`config.mk`:
```
export PLATFORM = sky130hd
export DESIGN_NAME = apb_master
export DESIGN_NICKNAME = d
export VERILOG_FILES = /design/src/rtl/apb_pkg.sv /design/src/rtl/apb_master.sv
export SDC_FILE = /design/constraint.sdc
export NUM_CORES = 1
export LEC_CHECK = 0
export CAP_MARGIN = 25
export CORE_MARGIN = 2
export CORE_UTILIZATION = 39
export DETAILED_ROUTE_END_ITERATION = 8
export HOLD_SLACK_MARGIN = 0.03
export PLACE_DENSITY_LB_ADDON = 0.3
export SYNTH_ARGS = -nofsm -noshare
export SYNTH_HDL_FRONTEND = slang
export SYNTH_SLANG_ARGS = --single-unit
```
`constraint.sdc`:
```
create_clock -name PCLK -period 1.9 [get_ports PCLK]
set_input_delay 0.57 -clock PCLK [delete_from_list [all_inputs] [get_ports PCLK]]
set_output_delay 0.57 -clock PCLK [all_outputs]
set_load 0.01 [all_outputs]
```
`src/rtl/apb_pkg.sv`:
```
// Shared definitions for the APB requester: FSM state encoding and default widths.
package apb_pkg;

  localparam int APB_DATA_WIDTH     = 32;
  localparam int APB_ADDR_WIDTH     = 32;
  localparam int APB_TIMEOUT_CYCLES = 16;
  localparam int APB_TMO_CNT_W      = 16;  // covers the full 1..65535 watchdog range

  typedef enum logic [1:0] {
    IDLE,
    SETUP,
    ACCESS,
    RESP
  } apb_state_e;

endpackage

```
`src/rtl/apb_master.sv`:
```
// Single-outstanding APB requester: command in, SETUP/ACCESS bus phases, held response out.
// Define APB_MASTER_TIMEOUT_EN to enable the ACCESS-phase watchdog.
module apb_master
  import apb_pkg::*;
#(
  parameter int DATA_WIDTH     = APB_DATA_WIDTH,
  parameter int ADDR_WIDTH     = APB_ADDR_WIDTH,
  parameter int TIMEOUT_CYCLES = APB_TIMEOUT_CYCLES
) (
  input  logic                  PCLK,
  input  logic                  PRESET,
  input  logic                  CMD_VALID,
  output logic                  CMD_READY,
  input  logic                  CMD_WRITE,
  input  logic [ADDR_WIDTH-1:0] CMD_ADDR,
  input  logic [DATA_WIDTH-1:0] CMD_WDATA,
  output logic                  RSP_VALID,
  input  logic                  RSP_READY,
  output logic [DATA_WIDTH-1:0] RSP_RDATA,
  output logic                  RSP_ERR,
  output logic                  RSP_TIMEOUT,
  output logic [ADDR_WIDTH-1:0] M_PADDR,
  output logic                  M_PSEL,
  output logic                  M_PENABLE,
  output logic                  M_PWRITE,
  output logic [DATA_WIDTH-1:0] M_PWDATA,
  input  logic                  M_PREADY,
  input  logic [DATA_WIDTH-1:0] M_PRDATA,
  input  logic                  M_PSLAVEERR
);

  apb_state_e            state_q, state_d;
  logic                  timeout_hit;
  logic                  access_done;
  logic [ADDR_WIDTH-1:0] paddr_q;
  logic                  pwrite_q;
  logic [DATA_WIDTH-1:0] pwdata_q;
  logic [DATA_WIDTH-1:0] rsp_rdata_q;
  logic                  rsp_err_q;

  always_ff @(posedge PCLK) begin
    // NOTE: non-blocking assignments so every flop samples pre-edge values.
    if (PRESET) state_q <= IDLE;
    else        state_q <= state_d;
  end

  assign access_done = (state_q == ACCESS) && (M_PREADY || timeout_hit);

  always_comb begin
    // NOTE: default first so no path leaves state_d unassigned (no latch).
    state_d = state_q;
    case (state_q)
      IDLE:    if (CMD_VALID)   state_d = SETUP;
      SETUP:                    state_d = ACCESS;
      ACCESS:  if (access_done) state_d = RESP;
      RESP:    if (RSP_READY)   state_d = IDLE;
      default:                  state_d = IDLE;
    endcase
  end

  // Command fields are frozen at accept, so the bus stays stable for the whole transfer.
  always_ff @(posedge PCLK) begin
    if (PRESET) begin
      paddr_q     <= '0;
      pwrite_q    <= 1'b0;
      pwdata_q    <= '0;
      rsp_rdata_q <= '0;
      rsp_err_q   <= 1'b0;
    end else begin
      if (state_q == IDLE && CMD_VALID) begin
        paddr_q  <= CMD_ADDR;
        pwrite_q <= CMD_WRITE;
        pwdata_q <= CMD_WDATA;
      end
      if (access_done) begin
        rsp_rdata_q <= (timeout_hit || pwrite_q) ? '0 : M_PRDATA;
        rsp_err_q   <= timeout_hit || (M_PREADY && M_PSLAVEERR);
      end
    end
  end

`ifdef APB_MASTER_TIMEOUT_EN
  localparam logic [APB_TMO_CNT_W-1:0] TMO_LAST = APB_TMO_CNT_W'(TIMEOUT_CYCLES - 1);

  logic [APB_TMO_CNT_W-1:0] wait_cnt_q;
  logic                     rsp_timeout_q;

  // Counts stalled ACCESS cycles; the abort fires on the edge where it would reach the limit.
  always_ff @(posedge PCLK) begin
    if (PRESET) begin
      wait_cnt_q    <= '0;
      rsp_timeout_q <= 1'b0;
    end else begin
      if (state_q == SETUP)
        wait_cnt_q <= '0;
      else if (state_q == ACCESS && !M_PREADY)
        wait_cnt_q <= wait_cnt_q + APB_TMO_CNT_W'(1);
      if (access_done)
        rsp_timeout_q <= timeout_hit;
    end
  end

  assign timeout_hit = (state_q == ACCESS) && !M_PREADY && (wait_cnt_q == TMO_LAST);
  assign RSP_TIMEOUT = rsp_timeout_q;
`else
  logic unused_timeout_cfg;
  assign unused_timeout_cfg = ^TIMEOUT_CYCLES;
  assign timeout_hit        = 1'b0;
  assign RSP_TIMEOUT        = 1'b0;
`endif

  assign CMD_READY = (state_q == IDLE) && !PRESET;
  assign M_PSEL    = (state_q == SETUP) || (state_q == ACCESS);
  assign M_PENABLE = (state_q == ACCESS);
  assign RSP_VALID = (state_q == RESP);
  assign M_PADDR   = paddr_q;
  assign M_PWRITE  = pwrite_q;
  assign M_PWDATA  = pwdata_q;
  assign RSP_RDATA = rsp_rdata_q;
  assign RSP_ERR   = rsp_err_q;

endmodule

```
# == Yosys cells after proc, flatten, opt, wreduce, memory -nomap -nowiden ==
# Cells that the tools add are included.
# op_classes
eq_ne,6
n_mux,5
n_reduce_logical,8
# op_table
operator,count
two-way mux 32 bit,1
case mux 2 bit (4 select lines),1
two-way mux 2 bit,3
equality test 2 bit (second input constant),2
logical AND 1 bit,4
!= test 2 x 1 -> 1 bit (second input constant),2
AND reduction 3 bit,1
equality test 2 x 1 -> 1 bit (second input constant),1
logical NOT 2 bit,1
!= test 2 bit (second input constant),1
logical NOT 1 bit,1
logical OR 1 bit,1
# word_totals
ff_bits,100
input_bits,103
out_inout_bits,103
word_cells,25

# == Logic depth before layout (Yosys ltp) ==
# Gate-level depths: netlist of the first run.
# logic_depth
ltp_word,4
ltp_mapped,7
depth_no_buf,5

# == Worst setup path after synthesis of the first run ==
# OpenSTA, ideal clock, no wires.
# synth_timing
path_type,input port to output port
start,input PRESET
end,output CMD_READY
t_arrival_ns,1.072
required_time_ns,1.330
path_slack_ns,0.258
path_stages,3
path_buffers,2
path_cell_list,buf_2 -> buf_2 -> nor2b_1
# synth_via
elab_chain_len,2
# synth_lines
element,line,text
"start, declared",apb_master.sv:11,"input logic PRESET,"
logical NOT 1 bit,apb_master.sv:112,assign CMD_READY = (state_q == IDLE) && !PRESET;
logical AND 1 bit,apb_master.sv:112,
"end, declared",apb_master.sv:13,"output logic CMD_READY,"
# Every way passes these cells.

# == Worst setup path after layout of the first run ==
# layout_timing
start,"register rsp_rdata_q[15], in the netlist RSP_RDATA[15]"
end,output RSP_RDATA[15]
# layout_rtl
element,line,text
"start, declared",apb_master.sv:38,logic [DATA_WIDTH-1:0] rsp_rdata_q;
"start signal, assigned",apb_master.sv:76,rsp_rdata_q <= (timeout_hit || pwrite_q) ? '0 : M_PRDATA;
"end, declared",apb_master.sv:19,"output logic [DATA_WIDTH-1:0] RSP_RDATA,"
# No word-level cell between the ends.

==> results of run 1 <==
==> stage by stage <==
step / util / cell area (µm²) / setup TNS (ns) / worst slack, ns
CTS: 0.649 / 6030 / 0 / 0.0143
global route: 0.653 / 6060 / -0.0169 / -0.0169
floorplan: - / 3730 / 0 / 0.258
global placement: 0.632 / 5870 / -0.0903 / -0.0488
detailed placement: 0.632 / 5870 / -0.132 / -0.0616
finish: 0.653 / 6060 / 0 / 0.0676
==> worst min path at each step <==
stage	start	to	slack (ns)
finish	RSP_RDATA[29]$_SDFFE_PP0P_	RSP_RDATA[29]$_SDFFE_PP0P_	0.45
global route	RSP_RDATA[26]$_SDFFE_PP0P_	RSP_RDATA[26]$_SDFFE_PP0P_	0.48
CTS	RSP_RDATA[19]$_SDFFE_PP0P_	RSP_RDATA[19]$_SDFFE_PP0P_	0.46
detailed placement	RSP_RDATA[19]$_SDFFE_PP0P_	RSP_RDATA[19]$_SDFFE_PP0P_	0.44
global placement	RSP_RDATA[8]$_SDFFE_PP0P_	RSP_RDATA[8]$_SDFFE_PP0P_	0.44
floorplan	state_q[1]$_SDFFE_PP0P_	state_q[1]$_SDFFE_PP0P_	0.47
==> layer usage <==
metal,vias up,wire [µm],track usage
li1,1878,-,-
met1,1722,4380,0.254
met2,123,5640,0.354
met3,14,770,0.0486
met4,0,214,0.0677
met5,-,0,0
==> cell type report <==
| cell class | instances | area [µm²] |
|---|---|---|
| Tap cell | 129 | 161 |
| Timing Repair Buffer | 218 | 2190 |
| Clock inverter | 5 | 37.5 |
| Sequential cell | 100 | 2000 |
| Inverter | 3 | 11.3 |
| Fill cell | 818 | 3220 |
| Multi-Input combinational cell | 312 | 1520 |
| Clock buffer | 11 | 131 |
==> state kept, by name (all words and copies together), names as in the netlist <==
signal / count
M_PWDATA: 32
M_PADDR: 32
M_PWRITE: 1
RSP_RDATA: 32
RSP_ERR: 1
state_q: 2
==> where the power goes <==
part	internal (W)	switching [W]	total (W)	leakage (nW)
Sequential	0.00243	0.000162	0.00259	0.816
Combinational	0.00113	0.00103	0.00216	1.26
Clock	0.000483	0.000721	0.00120	0.0799
Total	0.00404	0.00191	0.00595	2.15
==> cell families after synthesis <==
group / synth area share
buf+inv: 0.0566
fa+ha+maj: 0.0134
compound gates: 0.134
simple gates: 0.256
flops: 0.536
other cells: 0.00100
mux: 0.00268
==> cell usage in the layout, fill, tap and decap left out, types with 2 or more instances in the layout <==
cell             Yosys  routed
buf_12               0       3
dfxtp_1            100     100
nand4b_1            32      32
clkdlybuf4s15_1      0       2
clkbuf_1            17       2
ha_1                 4       4
a21oi_1             98      98
clkinvlp_4           0       2
nand2_1            167     166
clkdlybuf4s50_1      0     199
buf_4                6      11
nor2b_1              4       4
clkbuf_8             0       9
buf_2               16       2
inv_1                3       3
==> repair_timing <==
item / in CTS / in global routing
setup endpoints to repair: 4 / 3
pin swaps: 0 / 0
gates resized for setup: 10 / 3
==> results by group, run 1 <==
Power and ir drop
  – Pleak: 2.15 nW
  – Peak supply drop: 0.603 mV
  – Power density cells: ~980 nW/µm²
  – Total power draw: just under 0.006 W

Drt
  – Drt total wl: ~11000 µm
  – Vias post-DR: about 3700
  – DRT antenna net count: 0
  – Via-to-Cell Ratio: 4.80
  – DRT iter0 DRCs: around 170
  – Routed length per instance: 14.1 µm
  – Detailed Routing Iterations Pass 1: 5
  – Residual DRC: 0

Synth
  – Post-synth top area share: 0.536
  – Synth Cell Area: ~3700 µm²
  – Area leader, netlist: dfxtp_1
  – Mapped Cells: between 400 and 500
  – Post-synth top cells: nand2_1 (167), dfxtp_1 (100), a21oi_1 (98)
  – EDFF count, synth: 0
  – Ys async rst share: 0
  – Mapped Avg Cell Area: just over 8 µm²
  – Syn. warnings: 0
  – Largest cells by area after synthesis: dfxtp_1 (54%), nand2_1 (17%), a21oi_1 (13%)
  – Sequential share of the synthesized area: 0.536
  – Mapped Nets: between 500 and 600
  – Most used DFF post-synth: dfxtp_1
  – Most frequent cell after synthesis: nand2_1
  – Yosys cell types: 18
  – Seq cells post-synth: 100

Floorplan
  – Chip Width: approximately 100 µm
  – Die Area: 10400 µm²
  – Initial core utilization: 0.402
  – Number of cell rows: 35
  – I/O pin total: a little over 200
  – Core footprint: 9280 µm²
  – Die Ht: 102 µm

Timing
  – Peak Freq: ~550 MHz
  – Final setup viols: 0
  – Tcrit/Tclk final: 0.964
  – WHS: 0.454 ns
  – Fin. max-slew vios: 0
  – Min Tclk post-route: 1.83 ns
  – RSZ-0062 raised after global routing: true
  – Final Hold Vio Count: 0
  – Max Clock Skew: around 0.023 ns

Global route
  – Congestion Overflow GR: 0
  – Vias in the first global route: between 3000 and 4000
  – Antenna violations before repair: 0
  – GRT Overall Usage: 0.206
  – Largest net degree at the start of global routing: 100
  – First-pass GRT wire length: about 17000 µm

Hold path
  – Hold Path Stages: 2
  – Worst Hold Class: register to register

Place
  – Placed instance count: about 760
  – Post-DP HPWL: 7610 µm
  – GPL Wtd Cong: 0.766
  – Port bufs: approximately 200

Worst setup path
  – Setup crit start: RSP_RDATA[15]$_SDFFE_PP0P_
  – Critical path depth: 1
  – Crit-path cells: clkdlybuf4s50_1
  – Arrival time at the worst endpoint: ~1.3 ns
  – CP max FO: 2
  – Delay-heaviest family, CP: buffers and inverters
  – Startpoint Class: register
  – Max incr delay on CP: around 0.55 ns
  – Critical path class: register to output pin
  – Crit path to: RSP_RDATA[15]
  – FF-to-FF Start: state_q[1]$_SDFFE_PP0P_
  – Flop2flop setup slack: between 0.15 and 0.2 ns
  – Reg-to-Reg End: state_q[0]$_SDFFE_PP0P_
  – Required time of the critical path: 1.33 ns
  – R2r worst-path depth: 5
  – Master of the slowest instance on the critical path: clkdlybuf4s50_1
  – Crit. End Element: output pin
  – CP bufs+invs: 1

Cells and area
  – Antenna diodes: 0
  – Non-Filler Instances: 778
  – Area delta synth->final: 62.3%
  – Layout cells sized above 1: 0.0508
  – Final Net Count: 751

Clock network
  – CTS hold repair buffers: 0
  – Worst-path clk slew: roughly 0.11 ns
  – Post-CTS Setup Bufs: 0
  – Clk sinks: 100
  – CTS root buf: clkbuf_8
  – Htree depth: 3
  – Skew-Pair Late Insertion Delay: between 0.3 and 0.4 ns
  – CTS tree: yes
  – CTS buffer count: 9
  – Clock buffer depth: 2

Outcome
  – Status: completed

Job
  – Maximum capacitance violations: 0
Note: power is estimated with default switching activity, not from simulation.
==> inputs of run 2 (changes only) <==
--- a/config.mk
+++ b/config.mk
@@ -9,7 +9,8 @@
 export CORE_MARGIN = 2
 export CORE_UTILIZATION = 39
 export DETAILED_ROUTE_END_ITERATION = 8
-export HOLD_SLACK_MARGIN = 0.03
+export GPL_TIMING_DRIVEN = 0
+export HOLD_SLACK_MARGIN = 0.1
 export PLACE_DENSITY_LB_ADDON = 0.3
 export SYNTH_ARGS = -nofsm -noshare
 export SYNTH_HDL_FRONTEND = slang
==> run 2 against run 1 <==
  * Non-clock buffer count up 24
  * Final cell count increased by 3.1%
  * Maximum frequency decreased by 0.59%
  * Flip-flop and latch count unchanged
  * Cell area increased by 0.81%
  * Sequential share of layout area is 0.20 points lower
  * Critical path depth is the same
  * First-iteration DRC count decreased by 37%
  * Highest routed layer unchanged
==> results by group, run 2 (synthesis results as in run 1) <==
Outcome
  – Status: completed

Cells and area
  – Layout cells sized above 1: 0.0669 (+0.0160)
  – Commonest cells after routing, fill and taps aside: clkdlybuf4s50_1 (197), nand2_1 (167), a21oi_1 (98)
  – Final Net Count: 775 (+3.2%)
  – Non-Filler Instances: 802 (+3.1%)
  – Area delta synth->final: 63.6%
  – Antenna diodes: 0 (unchanged)
  – # fillers: 839 (+2.6%)
  – Commonest non-fill, non-tap cell in the layout: clkdlybuf4s50_1
  – Final Util: 0.658 (+0.00526)

Clock network
  – CTS root buf: clkbuf_8
  – Htree depth: 3 (unchanged)
  – CTS buffer count: 9 (unchanged)
  – CTS tree: yes
  – Clock buffer depth: 2 (unchanged)
  – Skew-Pair Late Insertion Delay: 0.35 ns (about the same)
  – Clk sinks: 100 (unchanged)
  – Worst-path clk slew: 0.10 ns (about the same)

Global route
  – Antenna violations before repair: 0 (unchanged)
  – GRT Overall Usage: 0.211 (+0.00514)
  – Largest net degree at the start of global routing: 17 (-83%)
  – First-pass GRT wire length: 17400 µm (+2.1%)
  – Congestion Overflow GR: 0 (unchanged)
  – Vias in the first global route: 3751 (+5.7%)

Timing
  – Setup TNS: 0 ns (unchanged)
  – Min Tclk post-route: 1.84 ns (+0.0108 ns)
  – Final WS setup: 0.0568 ns (-0.0108 ns)
  – Final Hold Vio Count: 0 (unchanged)
  – WHS: 0.453 ns (-0.00118 ns)
  – Final setup viols: 0 (unchanged)
  – Tcrit/Tclk final: 0.970 (+0.00568)
  – Peak Freq: 543 MHz (-0.59%)
  – Max Clock Skew: 0.0156 ns (-0.00730 ns)
  – RSZ-0062 raised after global routing: false
  – Fin. max-slew vios: 0 (unchanged)

Place
  – Port bufs: 202 (-0.98%)
  – Post-place setup slack: -0.321 ns (-0.260 ns)
  – Post-DP HPWL: 8710 µm (+14%)
  – Placed instance count: 786 (+3.3%)
  – GPL Wtd Cong: 0.792 (+3.3%)

Drt
  – Via-to-Cell Ratio: 4.76 (-0.81%)
  – Routed length per instance: 14.3 µm (+0.97%)
  – Vias post-DR: 3821 (+2.2%)
  – DRT iter0 DRCs: 106 (-37%)
  – DRT antenna net count: 0 (unchanged)
  – Detailed Routing Iterations Pass 1: 4 (-1)
  – Drt total wl: 11500 µm (+4.1%)
  – Residual DRC: 0 (unchanged)

Worst setup path
  – Delay-heaviest family, CP: buffers and inverters
  – CP bufs+invs: 1 (unchanged)
  – Master of the slowest instance on the critical path: clkdlybuf4s50_1
  – Arrival time at the worst endpoint: 1.27 ns (about the same)
  – Startpoint Class: register
  – Critical path class: register to output pin
  – CP max FO: 2 (unchanged)
  – Flop2flop setup slack: 0.37 ns (+0.18 ns)
  – Max incr delay on CP: 0.57 ns (+0.02 ns)
  – Crit-path cells: clkdlybuf4s50_1
  – Crit. End Element: output pin
  – Required time of the critical path: 1.33 ns (about the same)

Power and ir drop
  – Sw power: 0.00194 W (+1.4%)
  – Pleak: 2.20 nW (+2.0%)
  – Sequential share of power: 0.434 (about the same)
  – Comb power frac: 0.358 (-0.005)
  – Power density cells: 986 nW/µm² (+0.32%)
  – Peak supply drop: 0.519 mV (-14%)
  – Switching share of power: 0.322 (+0.000870)
  – Clock share of power: 0.208 (+0.006)
  – P_int: 0.00408 W (+1.0%)

Floorplan
  – Die Ht: 102 µm (unchanged)
  – Number of cell rows: 35 (unchanged)
  – Die Area: 10400 µm² (unchanged)
  – I/O pin total: 206 (unchanged)
  – Core footprint: 9280 µm² (unchanged)
  – Initial core utilization: 0.402 (unchanged)
  – Chip Width: 102 µm (unchanged)

Hold path
  – Worst Hold Class: register to register

Job
  – Maximum capacitance violations: 0 (unchanged)
## run 2: cell types whose count changed in the layout (fill, tap and decap cells not counted), moves of 2 or more
cell,change
inv_2,+2
dfxtp_2,+3
buf_12,-3
inv_1,-2
buf_4,-3
dfxtp_1,-3
buf_2,+14
clkdlybuf4s50_1,-2
clkbuf_1,+17
## run 2: tightest hold or removal path, stage by stage, from the launching register on
cell and delay [ns]:
dfxtp_1 0.32, nand2_1 0.05, a21oi_1 0.05
## run 2: path summary, 6_finish.rpt
path / end / from / depth (start not counted)
max: M_PADDR[18] / M_PADDR[18]$_SDFFE_PP0P_ / 1
min: RSP_RDATA[7]$_SDFFE_PP0P_ / RSP_RDATA[7]$_SDFFE_PP0P_ / 2
max reg2reg: state_q[0]$_SDFFE_PP0P_ / state_q[0]$_SDFFE_PP0P_ / 5
min reg2reg: RSP_RDATA[7]$_SDFFE_PP0P_ / RSP_RDATA[7]$_SDFFE_PP0P_ / 2
## run 2: metal layers
metal  vias to the layer above  wire, µm  global-route usage
li1                       1928         -                   -
met1                      1753      4620               0.245
met2                       122      5850               0.377
met3                        18       752              0.0554
met4                         0       235              0.0708
met5                         -         0                   0
## run 2: through the flow
step	total power, W	instance area, µm²
6_report	0.00602	6110
5_1_grt	0.00640	6110
3_3_place_gp	0.00475	5920
2_1_floorplan	0.00365	3730
3_5_place_dp	0.00482	5920
4_1_cts	0.00609	6110
## run 2: cell type report
class | instances | area [µm²] | area share
Clock buffer | 12 | 145 | 0.0238
Tap cell | 129 | 161 | 0.0264
Inverter | 3 | 11.3 | 0.00184
Multi-Input combinational cell | 312 | 1530 | 0.251
Sequential cell | 100 | 2010 | 0.328
Timing Repair Buffer | 202 | 2010 | 0.330
Clock inverter | 4 | 33.8 | 0.00553
Buffer | 40 | 205 | 0.0336
## run 2: power groups by stage
stage	sequential [W]	clock [W]	combinational [W]
after floorplan	0.00279	0	0.000861
after global placement	0.00263	0	0.00211
after detailed placement	0.00265	0	0.00217
after CTS	0.00261	0.00130	0.00218
after global routing	0.00265	0.00139	0.00236
final	0.00261	0.00125	0.00216
## run 2: repair_timing
action,CTS,global route
hold buffers,0,0
resized for setup,18,3
pin swaps,1,0
hold endpoints to repair,0,0
buffers inserted,0,0
endpoints found under the setup margin,5,3
